<file path="config.mk">
export PLATFORM = sky130hd
export DESIGN_NAME = fifo_periph
export DESIGN_NICKNAME = d
export VERILOG_FILES = /design/src/rtl/fifo_periph.sv
export SDC_FILE = /design/constraint.sdc
export NUM_CORES = 1
export LEC_CHECK = 0
export ABC_AREA = 1
export BUFFER_PORTS_ARGS = -buffer_cell sky130_fd_sc_hd__buf_2
export CAP_MARGIN = 20
export CORE_MARGIN = 10
export CORE_UTILIZATION = 30
export CTS_CLUSTER_SIZE = 10
export DETAILED_ROUTE_END_ITERATION = 6
export PLACE_DENSITY = 0.5
export SYNTH_ARGS = -nofsm -noshare
export SYNTH_HDL_FRONTEND = slang
export SYNTH_SLANG_ARGS = --single-unit
</file>
<file path="constraint.sdc">
create_clock -name clk -period 3.9 [get_ports clk]
set_input_delay 0.78 -clock clk [delete_from_list [all_inputs] [get_ports clk]]
set_output_delay 0.78 -clock clk [all_outputs]
set_load 0.05 [all_outputs]
</file>
<file path="src/rtl/fifo_periph.sv">
// Memory-mapped 32-bit FIFO peripheral: DATA push/pop, STATUS occupancy, CTRL enable/clear, level irq.
// Optional sticky overflow/underflow flags in STATUS[3:2]: define FIFO_PERIPH_ERR_FLAGS_EN.
module fifo_periph #(
    parameter int unsigned DEPTH = 8
) (
    input  logic        clk,
    input  logic        reset,
    input  logic        busSel,
    input  logic        busRe,
    input  logic [1:0]  busWe,
    input  logic [31:0] busAddr,
    input  logic [31:0] busWData,
    output logic [31:0] busRData,
    output logic        irq
);
    localparam int unsigned AW = $clog2(DEPTH);
    localparam logic [AW:0] FULL_CNT = (AW + 1)'(DEPTH);

    typedef enum logic [1:0] {REG_DATA, REG_STATUS, REG_CTRL, REG_RSVD} reg_e;
    typedef enum logic [1:0] {OCC_EMPTY, OCC_PARTIAL, OCC_FULL} occ_e;

    function automatic occ_e occ_of(input logic [AW:0] c);
        if (c == '0)
            return OCC_EMPTY;
        else if (c == FULL_CNT)
            return OCC_FULL;
        else
            return OCC_PARTIAL;
    endfunction

    logic [31:0]   mem [DEPTH];
    logic [AW-1:0] wrptr, rdptr;
    logic [AW:0]   count, count_nxt;
    logic          irqEn, irqEn_nxt, irq_nxt;
    occ_e          occ;
    reg_e          regsel;
    logic          wr, rd, push, pop, clr, empty, full;
    logic          unused_addr_bits;
`ifdef FIFO_PERIPH_ERR_FLAGS_EN
    logic          ovf, udf, ovf_nxt, udf_nxt;
`endif

    assign unused_addr_bits = ^{busAddr[31:4], busAddr[1:0]};

    always_comb begin
        regsel = reg_e'(busAddr[3:2]);
        occ    = occ_of(count);
        empty  = (occ == OCC_EMPTY);
        full   = (occ == OCC_FULL);
        // A store claims the cycle; busRe is only honoured when no write strobe is present.
        wr     = busSel && (busWe != 2'b00);
        rd     = busSel && busRe && !wr;
        push   = wr && (regsel == REG_DATA) && !full;
        pop    = rd && (regsel == REG_DATA) && !empty;
        clr    = wr && (regsel == REG_CTRL) && busWData[1];
    end

    always_comb begin
        count_nxt = count;
        irqEn_nxt = irqEn;
        if (clr)
            count_nxt = '0;
        else if (push)
            count_nxt = count + 1'b1;
        else if (pop)
            count_nxt = count - 1'b1;
        if (wr && (regsel == REG_CTRL))
            irqEn_nxt = busWData[0];
`ifdef FIFO_PERIPH_ERR_FLAGS_EN
        ovf_nxt = ovf;
        udf_nxt = udf;
        if (clr) begin
            ovf_nxt = 1'b0;
            udf_nxt = 1'b0;
        end else begin
            if (wr && (regsel == REG_STATUS)) begin
                if (busWData[2]) ovf_nxt = 1'b0;
                if (busWData[3]) udf_nxt = 1'b0;
            end
            if (wr && (regsel == REG_DATA) && full)  ovf_nxt = 1'b1;
            if (rd && (regsel == REG_DATA) && empty) udf_nxt = 1'b1;
        end
        irq_nxt = irqEn_nxt && ((occ_of(count_nxt) != OCC_EMPTY) || ovf_nxt || udf_nxt);
`else
        irq_nxt = irqEn_nxt && (occ_of(count_nxt) != OCC_EMPTY);
`endif
    end

    // irq is registered from next-state so it follows the triggering access by exactly one cycle.
    always_ff @(posedge clk) begin
        if (reset) begin
            wrptr <= '0;
            rdptr <= '0;
            count <= '0;
            irqEn <= 1'b0;
            irq   <= 1'b0;
`ifdef FIFO_PERIPH_ERR_FLAGS_EN
            ovf   <= 1'b0;
            udf   <= 1'b0;
`endif
        end else begin
            count <= count_nxt;
            irqEn <= irqEn_nxt;
            irq   <= irq_nxt;
`ifdef FIFO_PERIPH_ERR_FLAGS_EN
            ovf   <= ovf_nxt;
            udf   <= udf_nxt;
`endif
            if (clr) begin
                wrptr <= '0;
                rdptr <= '0;
            end else begin
                if (push) wrptr <= wrptr + 1'b1;
                if (pop)  rdptr <= rdptr + 1'b1;
            end
        end
    end

    always_ff @(posedge clk) begin
        if (push && !reset)
            mem[wrptr] <= busWData;
    end

    always_comb begin
        busRData = '0;
        if (busSel) begin
            case (regsel)
                REG_DATA: begin
                    if (!empty) busRData = mem[rdptr];
                end
                REG_STATUS: begin
                    busRData[0]        = empty;
                    busRData[1]        = full;
                    busRData[8 +: AW+1] = count;
`ifdef FIFO_PERIPH_ERR_FLAGS_EN
                    busRData[2]        = ovf;
                    busRData[3]        = udf;
`endif
                end
                REG_CTRL: busRData[0] = irqEn;
                default: ;
            endcase
        end
    end
endmodule

</file>
==> flow_summary.yaml <==
outcome:
  status: "finished, final reports clean"
synthesis:
  yosys-top-cells-area: "edfxtp_1 69%, o21ai_0 5.5%, o221a_2 5.1%"
  synth.avg_cell_area_um2: 13.6
  syn_inst: 816
  yosys.area.top_type: "edfxtp_1"
  synth.net_count: 890
  ys_types: 37
  synthDominantCellAreaShare_pct: 69.3
  synth_common_cells: "256 x edfxtp_1, 142 x nor2_1, 121 x o21ai_0, 50 x o221a_2, 47 x nand2_1"
  synth_most_common_cell: "edfxtp_1"
  synth-edff-count: 256
  ys_seq_area_share_pct: 72.0
  yosysWarningCount: 0
  ys_ff_latch: 271
  synthArstFlopShare_pct: 0
  synth_ff_type: "edfxtp_1"
  synthesis.area_mm2: 0.0111
clock_network:
  cts_setup_buffers: 0
  cts_buffers: 31
  clkSlewWorstSetupHoldPaths_ns: 0.06
  cts_hold_buf: 0
  clockBufferDepth: 3
  htreeDepth: 1
  cts-root-buf: "clkbuf_16"
  cts_tree: "yes"
  clock_latency_ns: 0.54
  numClockSinks: 271
  cts_resized: 0
setup_path:
  cp_cell_sequence: "inv_1 -> ha_1 -> nand3_2 -> inv_2 -> nor2_8 -> nand2_4 -> nor3_1 -> buf_2"
  slowest_stage: "dfxtp_1"
  end_kind: "primary output"
  cpPeakStageDelay_ns: 0.42
  critPathArrivalTime_ns: 2.88
  r2r_slack_ns: 1.32
  crit_path_max_fanout: 26
  crit_path_start_kind: "register"
  path_class: "reg -> out"
  worstPathRequired_ns: 3.12
timing:
  min_period_over_period_pct: 93.8
  fin_hold_ws_ns: 0.445
  tightest_slew_ns: 0.844
  clock.fmax_mhz: 273
  setup_viol: 0
  fin_setup_tns_ns: 0
  slew_viol_final: 0
  slew_headroom_pct: 43.7
  setup_slack_ns: 0.242
  skew_ns: 0.0123
  hold_viol_final: 0
  timing.final.crit_period_ns: 3.66
  grt_setup_unrepaired: "no"
route:
  wl_um: 26300
  initialDrtViolationCount: 305
  route.detailed.drc: 0
  dr.pass1.iters: 5
  num_vias: 6656
  wl_per_cell_um: 19.1
  drtAntennaViolNets: 0
  viasPerCell: 4.83
grt:
  grt_overflow: 0
  first_global_vias: 6844
  grt_max_degree: 101
  grt_use_total_pct: 11.7
  grt_pass1_wl_um: 40600
  antenna_found_initial: 4
job:
  drv_cap: 0
power:
  powerDensity_mw_per_mm2: 456
  power_leakage_nw: 4.28
  vdd_ir_drop_max_mv: 0.346
  power_w: 0.00587
cells_and_area:
  seq_area_mm2: 0.00799
  layout-drive-gt1-share_pct: 25.4
  nets: 966
  multi_input_area_mm2: 0.00277
  fill_cells: 3554
  fin_util_pct: 35.2
  syn_to_final_growth_pct: 16.0
worst_hold_path:
  min_path_type: "in -> reg"
placed_design:
  io_buffer_count: 72
  place_ws_ns: 0.540
  place_congestion: 0.761
  dp_hpwl_um: 14700
die:
  ios: 103
  start_util_pct: 30.4
  die_area_mm2: 0.0450
  chipHeight_um: 212
  core_area_mm2: 0.0365
  num_rows: 70
  die_x_um: 212
## stage by stage
| stage | cell area (µm²) | instances |
|---|---|---|
| 2_1_floorplan | 11100 | 816 |
| 5_1_grt | 12900 | 1376 |
| 3_5_place_dp | 12000 | 1327 |
| 4_1_cts | 12900 | 1376 |
| 6_report | 12900 | 1378 |
| 3_3_place_gp | 12000 | 1327 |
## flip-flops by register name (all words and copies together) (netlist names), named ones only
name,count
irq,1
irqEn,1
count,4
rdptr,3
mem,256
wrptr,3
## routing by layer
metal  GRT usage [%]  vias to the layer above  share of wire, %  wire [µm]
li1                -                     3214                 -          -
met1            15.3                     3303                46      12100
met2            19.5                      105                47      12400
met3            2.56                       28               5.1       1340
met4            2.24                        6               1.2        314
met5               0                        -              0.16         41
## power breakdown
group	switching [W]	internal [W]
Sequential	0.00000702	0.00319
Combinational	0.000129	0.0000486
Clock	0.00102	0.00146
Total	0.00116	0.00470
## placed cells by master (no fill, tap or decap), types with 2 or more instances in the layout
cell type / synthesis / layout
nor2_1: 142 / 140
o221ai_1: 8 / 8
buf_4: 9 / 19
ha_1: 4 / 4
nor3_1: 14 / 8
diode_2: 0 / 2
dfxtp_2: 0 / 2
o21ai_0: 121 / 121
o221a_1: 2 / 2
clkbuf_16: 0 / 31
o221a_2: 50 / 50
o21ai_1: 3 / 3
edfxtp_1: 256 / 256
nor2_4: 2 / 4
buf_2: 6 / 72
o31ai_1: 4 / 4
nand3_1: 15 / 15
dfxtp_1: 15 / 12
inv_2: 6 / 5
buf_12: 0 / 3
nor2_2: 5 / 5
nor3_2: 20 / 26
nand4_1: 2 / 2
nand3_2: 6 / 6
a21oi_1: 15 / 15
clkbuf_1: 28 / 16
nand2_1: 47 / 47
inv_1: 17 / 17
## cell families (layout without fill, tap and decap cells)
| group | after synthesis | after routing | synth area share [%] |
|---|---|---|---|
| AOI/OAI and AO/OA | 205 | 205 | 12.6 |
| xor gates and xnor gates | 2 | 2 | 0.158 |
| adders and majority gates | 4 | 4 | 0.451 |
| buffers and inverters | 74 | 166 | 3.36 |
| DFF | 271 | 271 | 72.0 |
| other | 0 | 2 | 0 |
| and+or+nand+nor | 260 | 260 | 11.4 |
## cell type report
type,instances,share of cell area [%]
Antenna cell,2,0.0389
Multi-Input combinational cell,471,21.5
Timing Repair Buffer,94,4.38
Inverter,23,0.691
Clock buffer,48,6.61
Clock inverter,1,0.0292
Tap cell,468,4.55
Sequential cell,271,62.2
## worst paths after layout
check	startpoint	endpoint	cells past startpoint
max	count[0]	busRData[31]	8
min	reset	count[0]	2
max reg2reg	count[0]	mem[4][18]	8
min reg2reg	rdptr[1]	register	2
## critical path, delay by kind of cell, from the launching register on
| family | cells | cell delay [ns] |
|---|---|---|
| DFF | 1 | 0.42 |
| buffers and inverters | 3 | 0.55 |
| adders and majority gates | 1 | 0.27 |
| and+or+nand+nor | 4 | 1.07 |
Power figures use the tool's default switching activity.
